### config.mk
export PLATFORM = sky130hd
export DESIGN_NAME = ga_chrom_queue
export DESIGN_NICKNAME = d
export VERILOG_FILES = /design/src/rtl/ga_chrom_queue.sv
export SDC_FILE = /design/constraint.sdc
export NUM_CORES = 1
export LEC_CHECK = 0
export CORE_AREA = 2 2 165 248
export CTS_CLUSTER_DIAMETER = 200
export CTS_CLUSTER_SIZE = 12
export DETAILED_ROUTE_END_ITERATION = 6
export DIE_AREA = 0 0 167 250
export PLACE_DENSITY = 0.76
export SYNTH_ARGS = -nofsm -noshare
export SYNTH_HDL_FRONTEND = slang
export SYNTH_SLANG_ARGS = --single-unit
### constraint.sdc
create_clock -name clk -period 8.5 [get_ports clk]
set_input_delay 1.7 -clock clk [delete_from_list [all_inputs] [get_ports clk]]
set_output_delay 1.7 -clock clk [all_outputs]
set_load 0.01 [all_outputs]
### src/rtl/ga_chrom_queue.sv
// ga_chrom_queue
// Chromosome FIFO fed by the mutation stage's push interface and drained by
// the fitness/selection consumer.
//
// Handshakes:
//   push side : queue_push is a strobe with no backpressure. A push is taken
//               when the queue is not full, or when it is full and a pop
//               happens in the same cycle. Any other push is dropped and
//               overflow_err latches high until reset.
//   pop side  : chrom_valid/chrom present the head entry. The consumer pops
//               by raising chrom_ack while chrom_valid=1. chrom_ack while
//               chrom_valid=0 is ignored. The head is held stable until it
//               is acked.
//
// Ports:
//   clk, rstn          clock (rising edge), async active-low reset
//   sw_rst             synchronous reset, same effect as rstn
//   cnfg_pop_size      chromosomes per generation (1..2^POP_MAX_W-1)
//   queue_push         push strobe
//   queue_chromosome   push data
//   queue_full         occupancy == DEPTH
//   queue_cnt          occupancy 0..DEPTH
//   overflow_err       sticky dropped-push flag
//   chrom_valid        head entry available
//   chrom              head entry data (0 while empty)
//   chrom_ack          consumer pop
//   gen_complete       one-cycle pulse after the push that completes a generation
module ga_chrom_queue #(
  parameter int CHROM_MAX_W = 64,
  parameter int DEPTH       = 8,
  parameter int POP_MAX_W   = 8,
  parameter int SIM_DLY     = 1,
  localparam int PTR_W      = $clog2(DEPTH)
) (
  input  logic                   clk,
  input  logic                   rstn,
  input  logic                   sw_rst,
  input  logic [POP_MAX_W-1:0]   cnfg_pop_size,
  input  logic                   queue_push,
  input  logic [CHROM_MAX_W-1:0] queue_chromosome,
  output logic                   queue_full,
  output logic [PTR_W:0]         queue_cnt,
  output logic                   overflow_err,
  output logic                   chrom_valid,
  output logic [CHROM_MAX_W-1:0] chrom,
  input  logic                   chrom_ack,
  output logic                   gen_complete
);

  // SIM_DLY only exists for interface compatibility with delay-annotated
  // models; this synthesizable description applies no assignment delays.
  if (SIM_DLY < 0) begin : g_sim_dly_unused
  end

  logic [CHROM_MAX_W-1:0] r_mem [DEPTH];
  logic [PTR_W-1:0]       r_wr_ptr;
  logic [PTR_W-1:0]       r_rd_ptr;
  logic [PTR_W:0]         r_count;
  logic [POP_MAX_W-1:0]   r_pcnt;
  logic                   r_ovf;
  logic                   r_gen;

  logic w_pop_en;
  logic w_push_acc;
  logic w_full;
  logic w_valid;

  assign w_full     = (r_count == (PTR_W+1)'(DEPTH));
  assign w_valid    = (r_count != '0);
  assign w_pop_en   = chrom_ack & w_valid;
  // A full queue still accepts a push when the head leaves in the same cycle.
  assign w_push_acc = queue_push & (~w_full | w_pop_en);

  always_ff @(posedge clk or negedge rstn) begin
    if (!rstn) begin
      r_wr_ptr <= '0;
      r_rd_ptr <= '0;
      r_count  <= '0;
      r_pcnt   <= '0;
      r_ovf    <= 1'b0;
      r_gen    <= 1'b0;
    end else if (sw_rst) begin
      // Any push or pop presented alongside sw_rst is discarded.
      r_wr_ptr <= '0;
      r_rd_ptr <= '0;
      r_count  <= '0;
      r_pcnt   <= '0;
      r_ovf    <= 1'b0;
      r_gen    <= 1'b0;
    end else begin
      // Pointer width equals log2(DEPTH), so the increment wraps naturally.
      if (w_push_acc) r_wr_ptr <= r_wr_ptr + 1'b1;
      if (w_pop_en)   r_rd_ptr <= r_rd_ptr + 1'b1;
      r_count <= r_count + (PTR_W+1)'(w_push_acc) - (PTR_W+1)'(w_pop_en);

      if (queue_push && !w_push_acc) r_ovf <= 1'b1;

      r_gen <= 1'b0;
      if (w_push_acc) begin
        if (r_pcnt == cnfg_pop_size - POP_MAX_W'(1)) begin
          r_gen  <= 1'b1;
          r_pcnt <= '0;
        end else begin
          r_pcnt <= r_pcnt + 1'b1;
        end
      end
    end
  end

  // Storage is not reset; chrom is masked to 0 while the queue is empty.
  always_ff @(posedge clk) begin
    if (w_push_acc && !sw_rst) r_mem[r_wr_ptr] <= queue_chromosome;
  end

  assign queue_full   = w_full;
  assign queue_cnt    = r_count;
  assign overflow_err = r_ovf;
  assign chrom_valid  = w_valid;
  assign chrom        = w_valid ? r_mem[r_rd_ptr] : '0;
  assign gen_complete = r_gen;

endmodule

==> out/metrics.cfg, run 1 <==
[clock_tree]
cts_sinks=532
cts_hold_buffers=0
tritoncts=yes
cts_resized=0
htree_levels=2
clock_latency_ns=0.56
cts_buffers=50
clkTransAtPathRegs_ns=0.06
cts_setup_buffers=0
clockBufferDepth=3
cts_root_buf=clkbuf_16

[min_path]
whs_path_depth=2
hold_end=overflow_err
min_path_type=flip-flop to flip-flop
worstHoldStart=overflow_err

[synthesis]
synth_xor_area_share_pct=0.548
syn-cell-area_um2=20800
synth_area_leaders=edfxtp_1, mux4_2, mux2i_1, dfrtp_1, nor2_1
syn_inst=970
synth_flop_cell=edfxtp_1
synth_edf_count=512
async_flop_share_pct=3.76
yosys.area_share.simple_pct=3.05
yosysWarnings=0
synth_top_area_share_pct=74.0
synth.net_count=1057
yosysSeqAreaShare_pct=76.4
synth_seq_cells=532
synth_top_cell_by_area=edfxtp_1
post_synth_num_cell_types=46
synth-compound-area-share_pct=1.27
syn_avg_cell_area_um2=21.4
synth_top_family_by_area=multiplexers
synth_mux_area_share_pct=17.0
synthAdderAreaFrac_pct=0.638

[floorplan]
initial_core_util_pct=52.3
die-area_um2=41800
pin_count=149
core_region_area_um2=39800
die_width_um=167
die_y_um=250
rows=90

[power_and_ir_drop]
vdd_drop_max_mv=0.577
p_total_mw=6.88
p_leak_nw=7.49
p_per_area_nw_per_um2=283

[sta]
setup_violations=0
tns_ns=0
max_slew_margin_pct=18.4
post-route-period-util_pct=66.2
rsz0062_at_grt=false
layout_min_cycle_time_ns=5.63
drv_slew=0
hold_violations=0
worstMarginPinSlew_ns=1.22
hold_ws_ns=0.504
fin_skew_ns=0.0113
max_clock_freq_ghz=0.178

[final_layout]
fill_cells=2785
layout-drive-gt1-share_pct=19.1
n_antenna_cell=0
nets=1229
mostFrequentLayoutCells=edfxtp_1, clkdlybuf4s50_1, mux4_2, nor2_1, mux2i_1
layout_commonest_cell=edfxtp_1
stdcell_area_um2=24300
syn_to_final_growth_pct=16.9

[global_route]
grt_usage_pct=20.2
use_met1_pct=26.3
antenna_found_initial=1
grt_max_degree=78
grt_pass1_wl_um=63500
gr-max-usage-layer=met2
globalRouteMet2Util_pct=35.5
overflow=0
use_met3_pct=2.92
grt_pass1_vias=10500

[routing]
postRouteAntennaNets=0
drt-vias-per-instance=5.96
wl_per_cell_um=24.9
dr.pass1.iters=5
dr_total_vias=9937
drtIter0Drc=817
drc=0
wirelength_um=41600

[critical_path]
cp-end-kind=primary output
cp.arrival_ns=3.93
max_stage_delay_ns=1.15
ff2ff_setup_slack_ns=5.00
cpMaxStageDelayCell=dfrtp_4
crit_chain=buf_4 > mux4_2 > mux2i_1 > nor2_1 > clkdlybuf4s50_1
r2r-end=r_mem[3][30]
r2r_start=queue_cnt[2]
path_class=flip-flop to primary output
cp_max_fo=77
required_ns=6.80
cp-start-kind=flip-flop
r2r_cells=8

[outcome]
status=finished clean

[placed_design]
port_buffers=148
place_area_um2=22900
dp_hpwl_um=21900
gp_congestion=0.697

[flow_run]
drv_cap=0

[sequential cells by signal (all words and copies together), names as in the netlist]
| register | flops |
|---|---|
| r_wr_ptr | 3 |
| r_pcnt | 8 |
| r_mem | 512 |
| queue_cnt | 4 |
| gen_complete | 1 |
| overflow_err | 1 |
| r_rd_ptr | 3 |
[power breakdown]
part	switching [mW]	internal [mW]
Combinational	0.862	0.970
Sequential	0.114	2.98
Clock	0.871	1.09
[worst max path at each step]
| stage | startpoint | end | slack, ns | cells after the start |
|---|---|---|---|---|
| after floorplan | chrom_ack | r_mem[2][0] | -0.29 | 3 |
| after global placement | r_rd_ptr[1] | chrom[16] | 3.40 | 5 |
| after detailed placement | chrom_ack | r_mem[3][32] | 3.35 | 7 |
| after CTS | r_rd_ptr[1] | chrom[16] | 2.81 | 5 |
| after global routing | r_rd_ptr[0] | chrom[16] | 2.67 | 5 |
| final | r_rd_ptr[1] | chrom[16] | 2.87 | 5 |
[worst max-delay path: cells and delay by family (launching register included)]
family | cells | cell delay (ns)
flip-flops | 1 | 1.15
multiplexers | 2 | 0.41
buffers and inverters | 2 | 1.41
AND/OR/NAND/NOR | 1 | 0.26
[cells by family (layout without fill, tap and decap cells)]
kind of cell               after synthesis  after routing
DFF                                    532            532
and+or+nand+nor                        133            133
AOI/OAI and AO/OA                       32             32
muxes                                  192            192
xor gates and xnor gates                13             13
buffers and inverters                   58            250
adders and majority gates               10             10
[final cells by class]
type                    count  area [um^2]  share of cell area [%]
flip-flops and latches    532        15900                    65.4
inverters                  11         41.3                   0.170
clock buffers              70         1350                    5.55
clock inverters             2         17.5                  0.0721
repair buffers            167         1620                    6.69
multi-input cells         380         4730                    19.5
well taps                 506          633                    2.61
[cell usage after synthesis (5+ instances only)]
| library cell | n |
|---|---|
| edfxtp_1 | 512 |
| mux4_2 | 128 |
| nor2_1 | 82 |
| mux2i_1 | 64 |
| clkbuf_1 | 26 |
| dfrtp_1 | 20 |
| buf_2 | 13 |
| inv_1 | 11 |
| ha_1 | 9 |
| buf_1 | 8 |
| nand2_1 | 8 |
| xor2_1 | 7 |
| nand3_1 | 6 |
| xnor2_1 | 6 |
| a21oi_1 | 5 |
| and3_1 | 5 |
| o21ai_0 | 5 |
[layer usage]
layer / share of wire (%) / up-vias
li1: - / 4311
met1: 40 / 5277
met2: 53 / 276
met3: 4.4 / 71
met4: 2.4 / 2
met5: 0.031 / -
[through the flow]
| step | std cells | setup WS [ns] | util (%) |
|---|---|---|---|
| global route | 1668 | 2.67 | 61.1 |
| CTS | 1668 | 2.81 | 61.1 |
| floorplan | 970 | -0.290 | - |
| detailed placement | 1596 | 3.35 | 57.6 |
| finish | 1668 | 2.87 | 61.1 |
| global placement | 1596 | 3.40 | 57.6 |
Note: power is estimated with default switching activity, not from simulation.
==> inputs of run 2 (changes only) <==
clock period = 5 ns   (was 8.5 ns; I/O delays follow)
==> run 2 against run 1 <==
Sequential share of layout area fell by 0.68 points. Register-to-register slack lost 3.2 ns. Non-clock buffer count increased by 2. Final cell count increased by 0.48%. Total power rose by 71%. Die area unchanged. Sequential power up 69%. Flip-flop and latch count unchanged. Combinational power rose by 74%. Design area increased by 1.0%. First-iteration DRC count increased by 0.12%.
==> out/metrics.cfg, run 2 (same netlist as run 1, synthesis figures left out) <==
[sta]
fin_skew_ns=0.0104  ; was 0.0113 ns
setup_ws_ns=0.867  ; was 2.87 ns
rsz0062_at_grt=false  ; unchanged
hold_ws_ns=0.506  ; was 0.504 ns
drv_slew=0  ; unchanged
worstMarginPinSlew_ns=1.03  ; was 1.22 ns
hold_violations=0  ; unchanged
max_clock_freq_ghz=0.242
setup_violations=0  ; unchanged
max_slew_margin_pct=30.8  ; was 18.4%
layout_min_cycle_time_ns=4.13
post-route-period-util_pct=82.7

[placed_design]
place_area_um2=23100  ; was 22,900 um^2
dp_hpwl_um=22100  ; was 21,900 um
gp_congestion=0.754  ; was 0.697
dp_slack_ns=1.09  ; was 3.35 ns
port_buffers=148  ; unchanged

[clock_tree]
cts_resized=0  ; unchanged
cts_sinks=532  ; unchanged
clock_latency_ns=0.56  ; about the same
htree_levels=2  ; unchanged
cts_buffers=50  ; unchanged
cts_setup_buffers=0  ; unchanged
tritoncts=yes  ; unchanged
clockBufferDepth=3  ; unchanged
clkTransAtPathRegs_ns=0.06  ; about the same
cts_hold_buffers=0  ; unchanged
cts_root_buf=clkbuf_16  ; unchanged

[global_route]
grt_pass1_wl_um=62000  ; was 63,500 um
grt_max_degree=66  ; was 78
grt_pass1_vias=10500  ; about the same
overflow=0  ; unchanged
grt_usage_pct=19.7  ; was 20.2%
antenna_found_initial=6  ; was 1

[power_and_ir_drop]
p_clk_share_pct=28.8  ; was 28.5%
p_per_area_nw_per_um2=481  ; was 283 nW/um^2
p_sw_mw=3.15  ; was 1.85 mW
p_leak_nw=7.56  ; was 7.49 nW
pwr-share-comb_pct=27.0  ; was 26.6%
switching_share_pct=26.7  ; was 26.9%
p_total_mw=11.8  ; was 6.88 mW
power_frac_seq_pct=44.2  ; was 44.9%
vdd_drop_max_mv=0.754  ; was 0.577 mV
p_int_mw=8.65  ; was 5.03 mW

[critical_path]
r2r_cells=11  ; was 8
r2r-end=queue_cnt[2]  ; was r_mem[3][30]
ff2ff_setup_slack_ns=1.79  ; was 5.00 ns
r2r_start=queue_cnt[2]  ; unchanged
cp-endpoint=chrom[51]  ; was chrom[16]
cp.arrival_ns=3.13  ; was 3.93 ns
required_ns=4.00  ; was 6.80 ns
cp-end-kind=primary output  ; unchanged
cp_max_fo=24  ; was 77
cp-start-kind=flip-flop  ; unchanged
path_class=flip-flop to primary output  ; unchanged
critPathLaunch=r_rd_ptr[0]  ; was r_rd_ptr[1]

[routing]
wirelength_um=41300  ; was 41,600 um
dr.pass1.iters=5  ; unchanged
wl_per_cell_um=24.6  ; was 24.9 um
postRouteAntennaNets=0  ; unchanged
drtIter0Drc=818  ; was 817
dr_total_vias=9955  ; was 9,937
drc=0  ; unchanged
drt-vias-per-instance=5.94  ; was 5.96

[floorplan]
core_region_area_um2=39800  ; unchanged
die_y_um=250  ; unchanged
initial_core_util_pct=52.3  ; unchanged
pin_count=149  ; unchanged
die-area_um2=41800  ; unchanged
rows=90  ; unchanged
die_width_um=167  ; unchanged

[final_layout]
layout-drive-gt1-share_pct=19.3  ; was 19.1%
mostFrequentLayoutCells=edfxtp_1, clkdlybuf4s50_1, mux4_2, nor2_1, mux2i_1  ; unchanged
layout_commonest_cell=edfxtp_1  ; unchanged
largest_reg_flops=512  ; unchanged
syn_to_final_growth_pct=18.1  ; was 16.9%
largest-register=r_mem  ; unchanged
stdcell_area_um2=24500  ; was 24,300 um^2
nets=1231  ; was 1,229

[flow_run]
drv_cap=0  ; unchanged

[min_path]
min_path_type=flip-flop to flip-flop  ; unchanged

[outcome]
status=finished clean  ; unchanged

run 2: cell count changes in the layout (fill, tap and decap cells not counted):
cell and change:
diode_2 +4, buf_12 +12, nor3_4 +1, and2_2 -1
clkbuf_16 +2, nor3_2 -1, nor4_2 -3, nor4_4 +3
buf_4 -10, inv_6 -1, clkbuf_1 +1, and2_4 +1
run 2: metrics by stage:
stage | std cells | TNS (ns) | utilization (%)
CTS | 1672 | 0 | 61.7
global route | 1676 | 0 | 61.7
global placement | 1598 | 0 | 58.1
finish | 1676 | 0 | 61.7
floorplan | 970 | -81.23 | -
detailed placement | 1598 | 0 | 58.1
run 2: worst max-delay path, cell delays in order, from the launching register on:
cell             delay [ns]
dfrtp_4                0.75
buf_4                  0.45
mux4_2                 0.55
mux2i_1                0.15
nor2_1                 0.10
clkdlybuf4s50_1        0.56
run 2: power by group through the flow:
stage	logic [mW]	registers, mW	clock network [mW]
after floorplan	1.91	5.21	0
after global placement	3.21	5.31	0
after detailed placement	3.24	5.32	0
after CTS	3.26	5.23	3.47
after global routing	3.41	5.24	3.62
final	3.19	5.22	3.39
run 2: metal layers:
layer / part of all wire, % / wire (um) / vias to the layer above / track usage [%]
li1: - / - / 4318 / -
met1: 39 / 16200 / 5246 / 25.1
met2: 53 / 21900 / 314 / 34.2
met3: 4.9 / 2030 / 73 / 3.20
met4: 2.8 / 1150 / 4 / 7.34
met5: 0.065 / 27 / - / 0
run 2: how the worst min path moves through the flow:
stage                             from      endpoint  cells after the start  slack, ns
after global routing      overflow_err  overflow_err                      2       0.56
final                     overflow_err  overflow_err                      2       0.51
after CTS                 overflow_err  overflow_err                      2       0.51
after floorplan           overflow_err  overflow_err                      2       0.53
after global placement    overflow_err  overflow_err                      2       0.48
after detailed placement  overflow_err  overflow_err                      2       0.50
run 2: layout make-up:
| type | count | area [um^2] |
|---|---|---|
| fill | 2694 | 15200 |
| clock buffer | 73 | 1400 |
| timing repair buffer | 169 | 1790 |
| sequential | 532 | 15900 |
| antenna | 4 | 10.0 |
| inverter | 11 | 41.3 |
| tap | 506 | 633 |
| multi-input combinational | 380 | 4760 |
| clock inverter | 1 | 8.76 |
==> inputs of run 3 (changes only) <==
CORE_AREA = 2 2 162 244   (was 2 2 165 248)
DIE_AREA = 0 0 164 246   (was 0 0 167 250)
clock period = 4.2 ns   (was 5 ns; I/O delays follow)
==> run 3 against run 2 <==
Worst setup slack got worse by 0.59 ns. Via count rose by 0.97%. Register-to-register slack got worse by 0.64 ns. First-iteration DRC count fell by 15%. Global-route usage increased by 1.2 points. Combinational power grew 22%. Clock skew increased by 0.0069 ns. Count of clock-buffer cells in the layout is the same. Flip-flop and latch count unchanged. Highest routed layer unchanged.
==> out/metrics.cfg, run 3 (same netlist as run 1, synthesis figures left out) <==
[critical_path]
cp.arrival_ns=3.09  ; was 3.13 ns
cp-start-kind=flip-flop  ; unchanged
required_ns=3.36  ; was 4.00 ns
cp-end-kind=primary output  ; unchanged
ff2ff_setup_slack_ns=1.15  ; was 1.79 ns
cp_max_fo=30  ; was 24
cpMaxStageDelayCell=dfrtp_4  ; unchanged
crit_chain=buf_12 > mux4_2 > mux2i_1 > nor2_1 > clkdlybuf4s50_1  ; was buf_4 > mux4_2 > mux2i_1 > nor2_1 > clkdlybuf4s50_1
path_class=flip-flop to primary output  ; unchanged
max_stage_delay_ns=0.90  ; was 0.75 ns

[global_route]
grt_pass1_vias=10700  ; was 10,500
grt_max_degree=65  ; was 66
antenna_found_initial=6  ; unchanged
grt_pass1_wl_um=62100  ; was 62,000 um
overflow=0  ; unchanged
grt_usage_pct=20.9  ; was 19.7%

[clock_tree]
clockBufferDepth=3  ; unchanged
cts_hold_buffers=0  ; unchanged
cts_root_buf=clkbuf_16  ; unchanged
clkTransAtPathRegs_ns=0.06  ; about the same
cts_resized=0  ; unchanged
htree_levels=2  ; unchanged
cts_sinks=532  ; unchanged
cts_buffers=50  ; unchanged
tritoncts=yes  ; unchanged
clock_latency_ns=0.56  ; about the same
cts_setup_buffers=0  ; unchanged

[sta]
drv_slew=0  ; unchanged
post-route-period-util_pct=93.5
rsz0062_at_grt=false  ; unchanged
hold_violations=0  ; unchanged
layout_min_cycle_time_ns=3.93
fin_skew_ns=0.0173  ; was 0.0104 ns
setup_violations=0  ; unchanged
worstMarginPinSlew_ns=0.978  ; was 1.03 ns
max_slew_margin_pct=34.6  ; was 30.8%
max_clock_freq_ghz=0.255

[power_and_ir_drop]
p_per_area_nw_per_um2=573  ; was 481 nW/um^2
vdd_drop_max_mv=0.658  ; was 0.754 mV
p_total_mw=14.1  ; was 11.8 mW
p_leak_nw=7.63  ; was 7.56 nW

[routing]
dr_total_vias=10100  ; was 9,955
wl_per_cell_um=24.8  ; was 24.6 um
drt-vias-per-instance=6.00  ; was 5.94
drc=0  ; unchanged
postRouteAntennaNets=0  ; unchanged
drtIter0Drc=692  ; was 818
dr.pass1.iters=5  ; unchanged
wirelength_um=41500  ; was 41,300 um

[placed_design]
gp_congestion=0.734  ; was 0.754
port_buffers=148  ; unchanged
place_inst=1597  ; was 1,598
dp_hpwl_um=22600  ; was 22,100 um

[floorplan]
core_region_area_um2=38200  ; was 39,800 um^2
die-area_um2=40300  ; was 41,800 um^2
initial_core_util_pct=54.4  ; was 52.3%
pin_count=149  ; unchanged
die_width_um=164  ; was 167 um
die_y_um=246  ; was 250 um
rows=88  ; was 90

[final_layout]
nets=1241  ; was 1,231
largest-register=r_mem  ; unchanged
layout-drive-gt1-share_pct=20.0  ; was 19.3%
mostFrequentLayoutCells=edfxtp_1, clkdlybuf4s50_1, mux4_2, nor2_1, mux2i_1  ; unchanged
syn_to_final_growth_pct=18.6  ; was 18.1%
largest_reg_flops=512  ; unchanged
layout_commonest_cell=edfxtp_1  ; unchanged
layout.cells.non_filler=1674  ; was 1,676

[min_path]
min_path_type=flip-flop to flip-flop  ; unchanged

[flow_run]
drv_cap=0  ; unchanged

[outcome]
status=finished clean  ; unchanged

-- run 3: critical path: cells and delay by family (launching register included) --
| kind | cells | cell delay [ns] |
|---|---|---|
| buf+inv | 2 | 0.78 |
| flops | 1 | 0.90 |
| mux | 2 | 0.76 |
| simple gates | 1 | 0.06 |
-- run 3: layout make-up --
cell class / count / area (um^2)
sequential: 532 / 15900
fill: 2461 / 13600
multi-input combinational: 380 / 4760
timing repair buffer: 179 / 1910
clock buffer: 73 / 1400
tap: 495 / 619
inverter: 11 / 41.3
clock inverter: 1 / 8.76
antenna: 3 / 7.51
-- run 3: per-stage QoR --
| stage | setup TNS (ns) | utilization (%) | instance area (um^2) | hold slack, ns | worst slack (ns) |
|---|---|---|---|---|---|
| after floorplan | -204.11 | - | 20800 | 0.529 | -1.06 |
| after global placement | 0 | 60.8 | 23200 | 0.479 | 0.730 |
| after detailed placement | 0 | 60.8 | 23200 | 0.493 | 0.662 |
| after CTS | 0 | 64.5 | 24600 | 0.507 | 0.177 |
| after global routing | 0 | 64.5 | 24600 | 0.546 | 0.105 |
| final | 0 | 64.5 | 24600 | 0.498 | 0.274 |
-- run 3: power breakdown --
part           total, mW  internal, mW  switching [mW]
Sequential          6.22          6.02           0.199
Clock               4.02          2.28            1.75
Combinational       3.89          2.08            1.80
-- run 3: worst paths after layout --
check	startpoint	end	depth (start not counted)
max	r_rd_ptr[0]	chrom[22]	5
min	overflow_err	overflow_err	2
max reg2reg	queue_cnt[2]	queue_cnt[2]	12
min reg2reg	overflow_err	overflow_err	2
max in group asynchronous	rstn	r_rd_ptr[0]	1
min in group asynchronous	rstn	r_pcnt[5]	1
-- run 3: metal layers --
| metal | part of all wire (%) | GRT usage [%] | up-vias |
|---|---|---|---|
| li1 | - | - | 4344 |
| met1 | 39 | 26.6 | 5307 |
| met2 | 53 | 36.3 | 319 |
| met3 | 5.2 | 3.27 | 76 |
| met4 | 2.7 | 7.74 | 6 |
| met5 | 0.10 | 0 | - |
